--- src/rtl/eth_irq_pkg.sv ---
// Shared types for the Ethernet-side interrupt controllers.
package eth_irq_pkg;

  // Throttle FSM: wait for pending, drive the line, then enforce the gap.
  typedef enum logic [1:0] {
    eIdle    = 2'd0,
    eActive  = 2'd1,
    eHoldoff = 2'd2
  } irq_throttle_state_e;

endpackage : eth_irq_pkg

--- src/rtl/irq_src_cell.sv ---
// One interrupt source: either a live level or a sticky rising-edge detector.
module irq_src_cell #(
  parameter bit edge_p     = 1'b0,  // 1: rising-edge/sticky, 0: level
  parameter bit prev_rst_p = 1'b0   // reset value of the previous-sample flop
) (
  input  logic clk_i,
  input  logic reset_i,
  input  logic src_i,
  input  logic clear_i,
  output logic raw_pending_o
);

  if (edge_p) begin : g_edge
    logic r_prev;
    logic r_sticky;
    logic w_set;

    assign w_set = ~r_prev & src_i;

    // Previous-sample register for rising-edge detection.
    // NOTE: sequential state uses non-blocking (<=) so every flop samples pre-edge values.
    always_ff @(posedge clk_i) begin
      if (reset_i) r_prev <= prev_rst_p;
      else         r_prev <= src_i;
    end

    // Sticky pending: a new edge beats a same-cycle clear so no event is lost.
    always_ff @(posedge clk_i) begin
      if (reset_i)      r_sticky <= 1'b0;
      else if (w_set)   r_sticky <= 1'b1;
      else if (clear_i) r_sticky <= 1'b0;
    end

    assign raw_pending_o = r_sticky;
  end else begin : g_level
    // The owner clears a level source at the source itself; clear has no effect here.
    logic w_unused_clear;
    assign w_unused_clear = clear_i;
    assign raw_pending_o  = src_i;
  end

endmodule : irq_src_cell

--- src/rtl/interrupt_controller_multi.sv ---
// N-source interrupt controller: per-source enable, OR aggregation and a
// programmable hold-off that guarantees a minimum gap between irq_o pulses.
module interrupt_controller_multi
  import eth_irq_pkg::*;
#(
  parameter int                         num_src_p       = 2,
  parameter logic [num_src_p-1:0]       edge_mask_p     = '0,
  parameter logic [num_src_p-1:0]       edge_prev_rst_p = '0,
  parameter int                         holdoff_width_p = 16,
  parameter logic [holdoff_width_p-1:0] holdoff_reset_p = '0
) (
  input  logic                       clk_i,
  input  logic                       reset_i,
  input  logic [num_src_p-1:0]       src_i,
  input  logic [num_src_p-1:0]       clear_i,
  input  logic [num_src_p-1:0]       enable_data_i,
  input  logic                       enable_v_i,
  input  logic [holdoff_width_p-1:0] holdoff_data_i,
  input  logic                       holdoff_v_i,
  output logic [num_src_p-1:0]       raw_pending_o,
  output logic [num_src_p-1:0]       pending_o,
  output logic                       irq_o
);

  localparam logic [holdoff_width_p-1:0] cnt_one = holdoff_width_p'(1);

  logic [num_src_p-1:0]       w_raw_pending;
  logic [num_src_p-1:0]       r_enable;
  logic [holdoff_width_p-1:0] r_holdoff;
  logic [holdoff_width_p-1:0] r_cnt;
  irq_throttle_state_e        r_state;
  logic                       r_irq;
  logic                       w_any;

  for (genvar gi = 0; gi < num_src_p; gi++) begin : g_src
    irq_src_cell #(
      .edge_p     (edge_mask_p[gi]),
      .prev_rst_p (edge_prev_rst_p[gi])
    ) u_cell (
      .clk_i         (clk_i),
      .reset_i       (reset_i),
      .src_i         (src_i[gi]),
      .clear_i       (clear_i[gi]),
      .raw_pending_o (w_raw_pending[gi])
    );
  end

  // Enable mask register; a disabled source keeps its pending state.
  always_ff @(posedge clk_i) begin
    if (reset_i)         r_enable <= '0;
    else if (enable_v_i) r_enable <= enable_data_i;
  end

  // Hold-off length register; only sampled when the counter is loaded.
  always_ff @(posedge clk_i) begin
    if (reset_i)          r_holdoff <= holdoff_reset_p;
    else if (holdoff_v_i) r_holdoff <= holdoff_data_i;
  end

  assign raw_pending_o = w_raw_pending;
  assign pending_o     = w_raw_pending & r_enable;
  assign w_any         = |pending_o;

  // Throttle FSM with registered irq and hold-off down-counter.
  // The counter is only loaded with a non-zero value and leaves at 1, so it never wraps.
  always_ff @(posedge clk_i) begin
    if (reset_i) begin
      r_state <= eIdle;
      r_cnt   <= '0;
      r_irq   <= 1'b0;
    end else begin
      case (r_state)
        eIdle: begin
          if (w_any) begin
            r_state <= eActive;
            r_irq   <= 1'b1;
          end
        end
        eActive: begin
          if (!w_any) begin
            r_irq <= 1'b0;
            if (r_holdoff == '0) begin
              r_state <= eIdle;
            end else begin
              r_cnt   <= r_holdoff;
              r_state <= eHoldoff;
            end
          end
        end
        eHoldoff: begin
          r_cnt <= r_cnt - cnt_one;
          if (r_cnt == cnt_one) r_state <= eIdle;
        end
        default: begin
          r_state <= eIdle;
          r_irq   <= 1'b0;
        end
      endcase
    end
  end

  assign irq_o = r_irq;

endmodule : interrupt_controller_multi

--- config.mk ---
export PLATFORM = sky130hd
export DESIGN_NAME = interrupt_controller_multi
export DESIGN_NICKNAME = d
export VERILOG_FILES = /design/src/rtl/eth_irq_pkg.sv /design/src/rtl/irq_src_cell.sv /design/src/rtl/interrupt_controller_multi.sv
export SDC_FILE = /design/constraint.sdc
export NUM_CORES = 1
export LEC_CHECK = 0
export CORE_MARGIN = 2
export CORE_UTILIZATION = 26
export CTS_CLUSTER_SIZE = 12
export DETAILED_ROUTE_END_ITERATION = 8
export PLACE_DENSITY = 0.53
export SYNTH_ARGS = -nofsm -noshare
export SYNTH_HDL_FRONTEND = slang
export SYNTH_SLANG_ARGS = --single-unit
--- constraint.sdc ---
create_clock -name clk_i -period 1.9 [get_ports clk_i]
set_input_delay 0.38 -clock clk_i [delete_from_list [all_inputs] [get_ports clk_i]]
set_output_delay 0.38 -clock clk_i [all_outputs]
set_load 0.01 [all_outputs]
==> results of run 1 <==
area by class of cell:
class | count | share of cell area [%]
Clock buffer | 7 | 3.72
Clock inverter | 1 | 1.29
Inverter | 3 | 0.485
Multi-Input combinational cell | 132 | 39.0
Sequential cell | 37 | 31.9
Tap cell | 77 | 4.15
Timing Repair Buffer | 47 | 19.5
power by group through the flow:
stage	combinational, W	sequential (W)	clock [W]
2_1_floorplan	0.000213	0.000883	0
3_3_place_gp	0.000359	0.000890	0
3_5_place_dp	0.000363	0.000890	0
4_1_cts	0.000364	0.000873	0.000721
5_1_grt	0.000407	0.000884	0.000755
6_report	0.000367	0.000876	0.000700
tightest hold or removal path, delay by kind of cell, from the launching register on:
family	cells	cell delay [ns]
compound gates	1	0.05
flops	1	0.32
simple gates	1	0.07
cells in the mapped netlist:
cell type  count  share of area, %
dfxtp_1       37                44
nor2_1        34               7.5
mux2i_1       18                11
a21oi_1       14               4.1
nor3_1        12               3.6
a2111oi_0      7               3.6
nand3_1        6               1.8
clkbuf_1       5               1.1
nor4_1         5               1.9
buf_2          4               1.2
and2_1         3               1.1
inv_1          3              0.67
a2bb2oi_1      2               1.0
and3_1         2              0.74
buf_4          2              0.89
ha_1           2               1.5
nand2_1        2              0.44
o211ai_1       2              0.89
or2_2          2              0.74
a211oi_1       1              0.44
a21o_1         1              0.44
a22oi_1        1              0.44
a22oi_2        1              0.74
a41o_1         1              0.59
a41oi_2        1              0.96
and3b_1        1              0.52
maj3_1         1              0.59
nand2b_1       1              0.37
nand3b_1       1              0.44
nand4_1        1              0.37
nor2b_1        1              0.37
nor3_2         1              0.59
nor3b_1        1              0.44
nor4_4         1               1.3
nor4b_4        1               1.4
o221a_2        1              0.67
o311ai_0       1              0.52
or3_2          1              0.44
or3_4          1              0.67
or4_1          1              0.44
layer usage:
metal / track usage [%] / up-vias / wire, µm
met4: 4.33 / 0 / 73
li1: - / 762 / -
met5: 0 / - / 0
met1: 14.1 / 665 / 1780
met3: 2.95 / 6 / 105
met2: 18.8 / 21 / 1840
state kept, by name (all words and copies together), names as in the netlist:
register / flops
r_state: 2
r_enable: 2
r_cnt: 16
irq_o: 1
r_holdoff: 16
path summary, 6_finish.rpt:
kind | from | endpoint | slack (ns) | depth (start not counted)
setup / recovery | src_i[0] | raw_pending_o[0] | 0.04 | 3
hold / removal | r_cnt[13] | r_cnt[13] | 0.49 | 2
setup reg to reg | r_cnt[8] | r_state[1] | 0.09 | 5
hold reg to reg | r_cnt[13] | r_cnt[13] | 0.49 | 2
repair_timing:
action,in CTS,in global routing
setup endpoints to repair,2,5
pin swaps,0,1
gates cloned,0,0
gates resized for setup,2,9
logic make-up after synthesis:
kind of cell | count (synthesis)
buffers and inverters | 14
AND/OR/NAND/NOR | 78
multiplexers | 18
adder cells (fa/ha/maj) | 3
flip-flops | 37
AO/OA/AOI/OAI | 33
through the flow:
step	instance area (µm²)	total power (W)	setup WS [ns]
6_report	2320	0.00194	0.0371
3_3_place_gp	2180	0.00125	-0.183
5_1_grt	2320	0.00205	-0.0312
4_1_cts	2290	0.00196	0.00622
2_1_floorplan	1690	0.00110	0.125
3_5_place_dp	2180	0.00125	-0.235
==> run metrics, run 1 <==
post-synthesis cell type count=40; Clock Tree Root=clkbuf_8; Worst-Margin Slew=about 0.35 ns; Data arrival, critical path=1.48 ns; switching share of power=between 20% and 30%; Startpoint Class=primary input; setup TNS=0 ns; FILL cells=between 600 and 700; Initial Util=a little over a quarter; PortBufs=28; Max Fclk=0.537 GHz; Critical path buffers and inverters=3; critical-path maximum fanout=2; CORE AREA=6310 µm²; initial antenna violation count=0; GRT Residual Overflow=0; RSZ-0062 raised after global routing=yes; slowest stage cell on the critical path=clkdlybuf4s50_1; largest family of logic cells by synthesized area=simple AND/OR/NAND/NOR gates; DRT Pass-1 Iters=4; Crit path top cell by count=clkdlybuf4s50_1; via count=1454; WL/cell=12.5 µm; VDD IR max=0.356 mV; final hold violations=0; crit path capture type=primary output; Req. time, crit path=approximately 1.5 ns; Post-Synthesis Cells=around 180; GP Congestion=approximately 0.75; GRT Util Overall=11.3%; xor/xnor share of the synthesized area=0%; # rows=29; register area=between 700 and 800 µm²; clock sink count=37; Simple-Gate Fraction of Synth Area=about 25%; critical path class=primary input to primary output; CP cell instances=clkdlybuf4s50_1 -> buf_4 -> clkdlybuf4s50_1; Routed Antenna Nets=0; commonest cells after routing, fill and taps aside=37 x dfxtp_1, 34 x nor2_1, 25 x clkdlybuf4s50_1; num ports=31; Logic pwr share=18.9%; outcome=completed; hold-fix buffers at CTS=0; Post-DP HPWL=about 2.7 mm; Max-Slew Margin vs Limit=around three quarters; ANT cells=0; share of power burned in registers=45.1%; clock share of power=36.0%; H-tree levels=2; mux cell area share after synthesis=around a tenth; share of layout cells above drive strength 1=17.2%; Yosys reg bits=37; smallest hold slack=around 0.49 ns; DRT iter0 DRCs=77; Max Slew Vio Count=0; Synth Area in Compound Gates=around 15%; die width=84.6 µm; vias in the first global route=1431; multi-input logic area=~900 µm²; clk_lat worst skew=0.29 ns; Post-Syn Area=roughly 1700 µm²; CTS clk-pin slew, worst paths=~0.07 ns; min-delay worst type=flip-flop to flip-flop; Syn Nets=roughly 210; first-pass GRT wire length=about 6.5 mm; Avg Vias per Cell=approximately 4.8; DP Cell Count=between 200 and 300; Routed WL=3.80 mm; cts bufs inserted=5; Setup Viol. Count Final=0; DIE HEIGHT=approximately 85 µm; Layout Skew=between 0.01 and 0.015 ns; post-synthesis sequential area ratio=around 44%; Max-Cap Viols=0; DRC=0; CTS tree=built; Adder-Cell Fraction of Synth Area=2.07%; crit share post-route=98.0%; Final Util=between 30% and 40%; largest net degree at the start of global routing=38; Pleak=between 0.9 and 1 nW; Nets=between 200 and 300; delay-heaviest family, CP=buffers and inverters; Area Growth Syn to Fin=37.4%; average footprint of a synthesized cell=roughly 9 µm²; P_sw=0.000484 W; YS warnings=0; fin cells=a little over 300; post-layout minimum cycle time=approximately 1.9 ns; clk buf depth=2; Worst path max stage delay=~0.52 ns; internal power=0.00146 W; P per Cell Area=roughly 840 nW/µm²; die area=roughly 7000 µm²; commonest non-fill, non-tap cell in the layout=dfxtp_1; Setup Buffers After CTS=0
Note: power is estimated with default switching activity, not from simulation.
==> run 2, diff against run 1 <==
--- a/config.mk
+++ b/config.mk
@@ -5,11 +5,13 @@
 export SDC_FILE = /design/constraint.sdc
 export NUM_CORES = 1
 export LEC_CHECK = 0
-export CORE_MARGIN = 2
+export CELL_PAD_IN_SITES_DETAIL_PLACEMENT = 1
+export CELL_PAD_IN_SITES_GLOBAL_PLACEMENT = 1
+export CORE_MARGIN = 4
 export CORE_UTILIZATION = 26
 export CTS_CLUSTER_SIZE = 12
 export DETAILED_ROUTE_END_ITERATION = 8
-export PLACE_DENSITY = 0.53
+export PLACE_DENSITY = 0.64
 export SYNTH_ARGS = -nofsm -noshare
 export SYNTH_HDL_FRONTEND = slang
 export SYNTH_SLANG_ARGS = --single-unit
==> run 2 against run 1 <==
  * First-iteration DRC count decreased by 56%
  * Routed wire length grew 9.7%
  * Clock-buffer cell count down 1
  * Maximum frequency hardly changed
  * Clock power fell by 26%
  * Critical path depth unchanged
==> run metrics, run 2 (synthesis gave the netlist of run 1 again) <==
outcome=completed; critical-path maximum fanout=2 (unchanged); die width=88.6 µm (+4.7%); DP Cell Count=299 (+1.0%); initial antenna violation count=0 (unchanged); switching share of power=27.2% (+2.2 points); P_sw=0.000480 W (-0.82%); P per Cell Area=766 nW/µm² (-8.4%); first-pass GRT wire length=7.13 mm (+9.5%); Layout Skew=0.00402 ns (-0.00751 ns); crit path capture type=primary output; DRT Pass-1 Iters=4 (unchanged); share of power burned in registers=49.6% (+4.5 points); Critical path buffers and inverters=3 (unchanged); Routed WL=4.17 mm (+9.7%); Nets=257 (+1.2%); vias in the first global route=1536 (+7.3%); Post-DP HPWL=3.14 mm (+15%); largest registers=r_cnt: 16 flops, r_holdoff: 16 flops; num ports=31 (unchanged); via count=1501 (+3.2%); CORE AREA=6310 µm² (unchanged); hold-fix buffers at CTS=0 (unchanged); Tot Pwr=0.00177 W (-9.0%); Initial Util=26.8% (unchanged); die area=7860 µm² (+9.7%); Max Slew Vio Count=0 (unchanged); critical path class=primary input to primary output; slowest stage cell on the critical path=clkdlybuf4s50_1; Area Growth Syn to Fin=36.5%; commonest cells after routing, fill and taps aside=37 x dfxtp_1, 34 x nor2_1, 25 x clkdlybuf4s50_1; Worst-Margin Slew=0.319 ns (-0.0282 ns); # rows=29 (unchanged); Routed Antenna Nets=0 (unchanged); clock sink count=37 (unchanged); clk_lat worst skew=0.28 ns (about the same); CTS tree=built; largest net degree at the start of global routing=38 (unchanged); Startpoint Class=primary input; clk buf depth=2 (unchanged); crit share post-route=98.1% (about the same); Pleak=0.948 nW (about the same); final hold violations=0 (unchanged); DRT iter0 DRCs=34 (-56%); internal power=0.00129 W (-12%); Max-Slew Margin vs Limit=78.2% (+1.4 points); FILL cells=757 (+12%); post-layout minimum cycle time=1.86 ns (+0.00130 ns); Logic pwr share=21.0% (+2.1 points); cts bufs inserted=5 (unchanged); Max Fclk=0.536 GHz (about the same); clock share of power=29.4% (-6.6 points); Crit path top cell by count=clkdlybuf4s50_1; DRC=0 (unchanged); commonest non-fill, non-tap cell in the layout=dfxtp_1; GP Congestion=0.788 (+5.5%); Avg Vias per Cell=4.89 (+2.2%); share of layout cells above drive strength 1=18.3% (+1.1 points); H-tree levels=2 (unchanged); ANT cells=0 (unchanged); Worst path max stage delay=0.52 ns (about the same); Clock Tree Root=clkbuf_8; GRT Util Overall=11.7% (+0.40 points); delay-heaviest family, CP=buffers and inverters; WL/cell=13.6 µm (+8.6%); min-delay worst type=flip-flop to flip-flop; CTS clk-pin slew, worst paths=0.07 ns (about the same); GRT Residual Overflow=0 (unchanged); DIE HEIGHT=88.6 µm (+4.7%); smallest hold slack=0.489 ns (-0.00353 ns); CP cell instances=clkdlybuf4s50_1 -> buf_4 -> clkdlybuf4s50_1; RSZ-0062 raised after global routing=yes; Data arrival, critical path=1.48 ns (about the same); VDD IR max=0.344 mV (-3.3%); Max-Cap Viols=0 (unchanged); Req. time, crit path=1.52 ns (about the same); fin cells=307 (+0.99%); PortBufs=28 (unchanged); Setup Viol. Count Final=0 (unchanged)
==> run 2: path summary, 6_finish.rpt <==
| check | start | to | slack [ns] | cells after the start |
|---|---|---|---|---|
| max | src_i[1] | raw_pending_o[1] | 0.04 | 3 |
| min | r_cnt[13] | r_cnt[13] | 0.49 | 2 |
| max reg2reg | r_cnt[8] | r_state[1] | 0.06 | 5 |
| min reg2reg | r_cnt[13] | r_cnt[13] | 0.49 | 2 |
==> run 2: cell type report <==
type,count,area (µm²),area share [%]
repair buffers,50,470,20.4
clock buffers,6,72.6,3.15
flip-flops and latches,37,741,32.1
well taps,77,96.3,4.18
clock inverters,2,10.0,0.434
inverters,3,11.3,0.488
multi-input cells,132,906,39.3
==> run 2: power groups by stage <==
stage	sequential (W)	combinational, W	clock (W)
detailed placement	0.000892	0.000372	0
global route	0.000885	0.000411	0.000587
finish	0.000877	0.000371	0.000520
CTS	0.000875	0.000372	0.000549
floorplan	0.000883	0.000213	0
global placement	0.000891	0.000365	0
==> run 2: what timing repair did <==
item | 4_1_cts | 5_1_grt
resized for setup | 2 | 8
pin swaps | 0 | 2
cloned | 0 | 0
setup buffers | 0 | 0
setup endpoints to repair | 2 | 6
==> run 2: worst register-to-register path: stages (launching register included) <==
cell and delay [ns]:
dfxtp_1 0.31, or4_1 0.56, or3_4 0.39, nor4_4 0.26, a21o_1 0.16, a21oi_1 0.06
==> run 2: layer usage <==
| metal | vias to the layer above | share of wire (%) | GRT usage [%] |
|---|---|---|---|
| met2 | 23 | 49 | 19.6 |
| met5 | - | 0 | 0 |
| li1 | 767 | - | - |
| met4 | 0 | 1.0 | 3.71 |
| met1 | 706 | 47 | 14.5 |
| met3 | 5 | 3.5 | 3.35 |
==> run 2: per-stage QoR <==
step                      area, µm²  setup TNS, ns  worst slack [ns]  util (%)
after floorplan                1690              0             0.125         -
after global placement         2200          -1.72            -0.163      34.9
after detailed placement       2200          -2.25            -0.268      34.9
after CTS                      2280              0            0.0289      36.2
after global routing           2310        -0.0632           -0.0371      36.5
final                          2310              0            0.0358      36.5
